## src/rtl/pipeline_hazard_ctrl.sv

```systemverilog
// Hazard controller for the 5-stage pipeline: forwarding selects, load-use/branch/memory-wait stall and flush.
// Combinational outputs, sticky MemFault; optional perf counters under HAZARD_PERF_EN.
module pipeline_hazard_ctrl #(
  parameter int MEM_TIMEOUT = 16,
  parameter int CNT_W       = 16
) (
  input  logic             clock,
  input  logic             reset,
  input  logic [4:0]       Rs1D,
  input  logic [4:0]       Rs2D,
  input  logic [4:0]       Rs1E,
  input  logic [4:0]       Rs2E,
  input  logic [4:0]       RdE,
  input  logic [4:0]       RdM,
  input  logic [4:0]       RdW,
  input  logic [1:0]       ResultSrcE,
  input  logic             RegWriteM,
  input  logic             RegWriteW,
  input  logic             PCSrcE,
  input  logic             MemReqM,
  input  logic             MemReadyM,
  output logic [1:0]       ForwardAE,
  output logic [1:0]       ForwardBE,
  output logic             StallF,
  output logic             StallD,
  output logic             StallE,
  output logic             StallM,
  output logic             FlushD,
  output logic             FlushE,
  output logic             FlushW,
`ifdef HAZARD_PERF_EN
  output logic [CNT_W-1:0] LoadUseCnt,
  output logic [CNT_W-1:0] MemWaitCnt,
`endif
  output logic             MemFault
);

  localparam int CW = (MEM_TIMEOUT == 0) ? 1 : $clog2(MEM_TIMEOUT + 1);
  localparam logic [CW-1:0] CNT_LIM = (MEM_TIMEOUT == 0) ? '0 : CW'(MEM_TIMEOUT - 1);

  typedef enum logic [1:0] {S_RUN, S_WAIT, S_FAULT} state_t;

  state_t        state_q, state_d;
  logic [CW-1:0] cnt_q, cnt_d;
  logic          fault_q, fault_d;
  logic          mem_stall_raw;
  logic          mem_stall, lw_stall, lw_win, branch_win;

  always_comb begin
    state_d       = state_q;
    cnt_d         = cnt_q;
    fault_d       = fault_q;
    mem_stall_raw = 1'b0;
    case (state_q)
      S_RUN: begin
        if (MemReqM && !MemReadyM) begin
          mem_stall_raw = 1'b1;
          state_d       = S_WAIT;
          cnt_d         = CW'(1);
        end
      end
      S_WAIT: begin
        // Ready releases the stall in the same cycle, even if MemReqM already dropped.
        if (MemReadyM) begin
          state_d = S_RUN;
          cnt_d   = '0;
        end else begin
          mem_stall_raw = 1'b1;
          if (MEM_TIMEOUT != 0 && cnt_q >= CNT_LIM) begin
            state_d = S_FAULT;
            fault_d = 1'b1;
          end else if (cnt_q != '1) begin
            cnt_d = cnt_q + 1'b1;
          end
        end
      end
      S_FAULT: mem_stall_raw = 1'b1;
      default: state_d = S_RUN;
    endcase
  end

  always_ff @(posedge clock or posedge reset) begin
    if (reset) begin
      state_q <= S_RUN;
      cnt_q   <= '0;
      fault_q <= 1'b0;
    end else begin
      state_q <= state_d;
      cnt_q   <= cnt_d;
      fault_q <= fault_d;
    end
  end

  always_comb begin
    lw_stall   = (ResultSrcE == 2'b01) && (RdE != 5'd0) && ((RdE == Rs1D) || (RdE == Rs2D));
    mem_stall  = mem_stall_raw && !reset;
    branch_win = !reset && !mem_stall && PCSrcE;
    lw_win     = !reset && !mem_stall && !PCSrcE && lw_stall;

    ForwardAE = 2'b00;
    if (!reset) begin
      if (RegWriteM && (RdM != 5'd0) && (RdM == Rs1E))      ForwardAE = 2'b10;
      else if (RegWriteW && (RdW != 5'd0) && (RdW == Rs1E)) ForwardAE = 2'b01;
    end
    ForwardBE = 2'b00;
    if (!reset) begin
      if (RegWriteM && (RdM != 5'd0) && (RdM == Rs2E))      ForwardBE = 2'b10;
      else if (RegWriteW && (RdW != 5'd0) && (RdW == Rs2E)) ForwardBE = 2'b01;
    end

    StallF = mem_stall || lw_win;
    StallD = mem_stall || lw_win;
    StallE = mem_stall;
    StallM = mem_stall;
    FlushD = branch_win;
    FlushE = branch_win || lw_win;
    FlushW = mem_stall;
  end

  assign MemFault = fault_q;

`ifdef HAZARD_PERF_EN
  logic [CNT_W-1:0] lu_cnt_q, lu_cnt_d, mw_cnt_q, mw_cnt_d;

  always_comb begin
    lu_cnt_d = lu_cnt_q;
    mw_cnt_d = mw_cnt_q;
    if (lw_win && lu_cnt_q != '1)    lu_cnt_d = lu_cnt_q + 1'b1;
    if (mem_stall && mw_cnt_q != '1) mw_cnt_d = mw_cnt_q + 1'b1;
  end

  always_ff @(posedge clock or posedge reset) begin
    if (reset) begin
      lu_cnt_q <= '0;
      mw_cnt_q <= '0;
    end else begin
      lu_cnt_q <= lu_cnt_d;
      mw_cnt_q <= mw_cnt_d;
    end
  end

  assign LoadUseCnt = lu_cnt_q;
  assign MemWaitCnt = mw_cnt_q;
`endif

endmodule

```

## config.mk

```make
export PLATFORM = sky130hd
export DESIGN_NAME = pipeline_hazard_ctrl
export DESIGN_NICKNAME = d
export VERILOG_FILES = /design/src/rtl/pipeline_hazard_ctrl.sv
export SDC_FILE = /design/constraint.sdc
export NUM_CORES = 1
export LEC_CHECK = 0
export ABC_AREA = 0
export BUFFER_PORTS_ARGS = -buffer_cell sky130_fd_sc_hd__buf_2
export CORE_MARGIN = 2
export CORE_UTILIZATION = 43
export CTS_CLUSTER_SIZE = 12
export DETAILED_ROUTE_END_ITERATION = 8
export PLACE_DENSITY = 0.79
export SLEW_MARGIN = 10
export SYNTH_ARGS = -nofsm -noshare
export SYNTH_HDL_FRONTEND = slang
export SYNTH_SLANG_ARGS = --single-unit
```

## constraint.sdc

```tcl
create_clock -name clock -period 2.87 [get_ports clock]
set_clock_uncertainty 0.05 [all_clocks]
set_input_delay 0.287 -clock clock [delete_from_list [all_inputs] [get_ports clock]]
set_output_delay 0.287 -clock clock [all_outputs]
set_load 0.02 [all_outputs]
```

Word-level counts from Yosys, hierarchy flattened
Index checks and enable logic that the tools add are counted.
W data, S select, Z words.
- add/sub/neg operators: 1
- order comparisons: 1
- equality and inequality tests: 14
- muxes and demuxes: 18
- bitwise logic cells: 2
- reduce and logical (&&, ||, !) cells: 29
- operator list (cell ; count):
    $eq A5 B5 Y1 ; 6
    $mux W5 ; 4
    $reduce_bool A5 Y1 ; 3
    $logic_and A1 B1 Y1 ; 14
    $mux W2 ; 7
    $pmux W5 S2 ; 1
    $ne A3 B3 Y1 const B ; 3
    $pmux W2 S3 ; 1
    $reduce_and A3 Y1 ; 2
    $add A5 B1 Y5 const B ; 1
    $ge A5 B4 Y1 const B ; 1
    $ne A5 B5 Y1 const B ; 1
    $eq A2 B1 Y1 const B ; 2
    $logic_not A1 Y1 ; 4
    $mux W1 ; 4
    $reduce_and A4 Y1 ; 1
    $logic_or A1 B1 Y1 ; 3
    $pmux W1 S3 ; 1
    $eq A2 B2 Y1 const B ; 1
    $logic_not A2 Y1 ; 1
    $ne A2 B2 Y1 const B ; 1
    $not A1 Y1 ; 2
    $reduce_bool A2 Y1 ; 1
- register bits: 8
- output and inout port bits: 12
- word-level logic and storage cells: 68

Logic depth before layout (Yosys ltp)
- depth after elaboration: 10
- gate-level depth with buffers: 7
- gate-level depth less buffers: 7

Least setup slack after synthesis
Ideal clock, no wire load.
- path type: register to register
- from: register cnt_q[0]
- to: register cnt_q[0]
- setup time: 125 ps
- arrival: 1946 ps
- required time: 2695 ps
- setup slack: 750 ps
- stages on the path, launching flop included: 8
- path through: dfrtp_1 -> ha_1 -> and3_1 -> ha_1 -> nor3_1 -> nand3_1 -> a21oi_1 -> mux2_2
- longest elaborated chain between the ends: 5
- elaborated cells on any way between the ends: 10
- ends and longest elaborated chain (what ; line ; source):
    start, declared ; 44 ; logic [CW-1:0] cnt_q, cnt_d;
    start signal, assigned ; 89 ; cnt_q <= cnt_d;
    $add A5 B1 Y5 ; 73 ; cnt_d = cnt_q + 1'b1;
    $mux W5 ; 72 ; end else if (cnt_q != '1) begin
    $mux W5 ; 69 ; if (MEM_TIMEOUT != 0 && cnt_q >= CNT_LIM) begin
    $mux W5 ; 64 ; if (MemReadyM) begin
    $pmux W5 S2 ; 54 ; case (state_q)
Parallel ways exist; a longest one is shown, timed or not. The select of a mux whose other input is x is not followed.
A chain may end at the register's enable or synchronous reset.

Worst setup path after layout
- from: input port reset
- to: output port ForwardAE[0]
- longest elaborated chain between the ends: 1
- ends and longest elaborated chain (what ; line ; source):
    start, declared ; 8 ; input logic reset,
    $mux W2 ; 101 ; if (!reset) begin
    end, declared ; 22 ; output logic [1:0] ForwardAE,
Every way passes these cells.

==> results.py <==
metrics = {
    "global_routing": {
        "grt_pass1_vias": 967,
        "grt_max_degree": 11,
        "overflow": 0,
        "grt_pass1_wl_mm": 3.95,
        "grt_usage": 0.198,
        "antenna_found_initial": 0,
    },
    "sta": {
        "final_max_slew_viol_count": 0,
        "maxSlewHeadroom": 0.692,
        "rsz0062_at_grt": "no",
        "clock.fmax_ghz": 0.386,
        "hold_ws_ns": 0.202,
        "finalSetupViolations": 0,
        "hold_viol": 0,
        "period_share": 0.903,
        "finalSetupTns_ns": 0,
        "min_period_ns": 2.59,
        "max_slew.worst_pin.slew_ns": 0.462,
    },
    "yosys": {
        "yosysSeqAreaShare": 0.208,
        "postSynthCellCount": 113,
        "ys_ff_latch": 8,
        "ys_warn_count": 0,
        "ys_types": 34,
        "syn_area_per_cell_sq_um": 8.53,
        "async_flop_share": 1.00,
        "syn_nets": 160,
        "synth_top_flop_cell": "dfrtp_1",
        "synth_edf_count": 0,
        "syn_area_sq_um": 963,
    },
    "placed_design": {
        "placed_cell_area_sq_um": 1250,
        "globalplace.congestion": 0.909,
        "place_inst": 192,
        "hpwl_mm": 2.10,
        "numPortBuffers": 55,
    },
    "cells_and_area": {
        "syn_to_final_growth_pct": 32.7,
        "mostFrequentLayoutCell": "buf_2",
        "nets": 217,
        "fin_area_sq_um": 1280,
        "drive_above_1_share": 0.387,
        "finalNonFillerCells": 196,
        "num_antenna_cells": 0,
        "fillers": 219,
        "final_cell_mix": "buf_2, xor2_1, xnor2_1",
    },
    "clock_tree": {
        "cts_buffer_depth": 2,
        "path_clk_slew_ns": 0.06,
        "holdBufCountCts": 1,
        "clkLatencyLatePin_ns": 0.26,
        "cts-root-buf": "clkbuf_4",
        "post_cts_resized": 0,
        "numClockSinks": 8,
        "post-cts-setup-buffers": 0,
        "cts_made_buffers": 3,
        "cts_tree": "done",
        "htreeDepth": 1,
    },
    "route": {
        "drc": 0,
        "drt-vias-per-instance": 5.25,
        "ant_nets": 0,
        "first_iter_violations": 17,
        "vias": 1029,
        "first_pass_iters": 5,
        "wirelength_mm": 2.45,
        "wl_per_cell_um": 12.5,
    },
    "worst_setup_path": {
        "cp.arrival_ns": 2.25,
        "path_class": "input port to output port",
        "critPathMaxFanout": 10,
        "required_ns": 2.53,
        "cp-start-kind": "input port",
        "endpoint_kind": "output port",
    },
    "floorplanning": {
        "num_rows": 17,
        "dieArea_sq_um": 2640,
        "num_io_pins": 56,
        "die_w_um": 51.3,
        "design.core.area_sq_um": 2170,
        "die_h_um": 51.3,
        "initial_core_util": 0.444,
    },
    "power_and_ir_drop": {
        "max-vdd-ir-drop_mv": 0.186,
        "leakagePower_nw": 0.619,
        "powerDensity_nw_per_um2": 280,
    },
    "worst_hold_path": {
        "min_path_type": "input port to flip-flop",
    },
    "flow_run": {
        "max_cap_violations": 0,
    },
    "run_status": {
        "status": "finished, final reports clean",
    },
}
## final timing paths
| check | cells past startpoint | slack [ns] | from | endpoint |
|---|---|---|---|---|
| worst min-delay path | 2 | 0.20 | MemReadyM | state_q[0]$_DFFE_PP0P_ |
| worst min register to register | 1 | 0.44 | MemFault$_DFFE_PP0P_ | MemFault$_DFFE_PP0P_ |
| min in group asynchronous | 4 | 0.55 | reset | cnt_q[4]$_DFFE_PP0P_ |
| worst max register to register | 7 | 0.52 | cnt_q[0]$_DFFE_PP0P_ | cnt_q[1]$_DFFE_PP0P_ |
| max in group asynchronous | 4 | 2.08 | reset | MemFault$_DFFE_PP0P_ |
| worst max-delay path | 8 | 0.28 | reset | ForwardAE[0] |
## layout make-up
class                      instances  area, sq um  share of cell area
sequential                         8          200               0.157
timing repair buffer              57          293               0.229
multi-input combinational         94          706               0.552
tap                               28         35.0              0.0274
clock buffer                       3         22.5              0.0176
inverter                           6         22.5              0.0176
## Yosys cell counts, types with 2 or more instances
master,count,area (sq um)
xor2_1,20,175
xnor2_1,10,87.6
dfrtp_1,8,200
nor2_1,8,30.0
inv_1,6,22.5
nor3_1,6,30.0
or4_1,5,37.5
buf_4,4,30.0
nand3_1,4,20.0
ha_1,3,37.5
mux2_2,3,33.8
nand2_1,3,11.3
nor3b_1,3,22.5
o211ai_1,3,22.5
a21oi_1,2,10.0
nor4_1,2,12.5
nor4_2,2,25.0
o21ai_0,2,10.0
o2bb2ai_1,2,17.5
o31ai_1,2,15.0
or3b_1,2,17.5
## sequential cells by signal, indices dropped and copies added, names as in the netlist
signal    flops
MemFault      1
state_q       2
cnt_q         5
## per-layer routing
metal | wire, um | GRT usage | part of all wire
met3 | 132 | 0.0439 | 0.054
met1 | 982 | 0.212 | 0.40
met5 | 0 | 0 | 0
met2 | 1280 | 0.377 | 0.52
met4 | 50 | 0.0702 | 0.020
## worst max-delay path, stage by stage
cell and delay, ns:
dlygate4sd3_1 0.53, buf_2 0.16, inv_1 0.05, buf_4 0.17
o211ai_1 0.11, or4_1 0.58, nor4_2 0.16, buf_2 0.20
## cells by family (layout without fill, tap and decap cells)
family          count (synthesis)  in the layout  synth area share
compound gates                 16             16             0.122
xor+xnor                       30             30             0.273
fa+ha+maj                       3              3            0.0390
buf+inv                        11             66            0.0597
flops                           8              8             0.208
mux                             4              4            0.0455
simple gates                   41             41             0.253
## where the power goes
group,internal (mW),switching (mW)
combinational,0.0685,0.0750
sequential,0.119,0.00763
clock,0.0480,0.0397
## stage by stage
stage	utilization	worst slack (ns)	power, mW
final	0.589	0.279	0.358
after global routing	0.589	0.137	0.383
after CTS	0.589	0.288	0.360
after detailed placement	0.574	0.513	0.271
after global placement	0.574	0.634	0.264
after floorplan	-	0.750	0.210
Note: power is estimated with default switching activity, not from simulation.
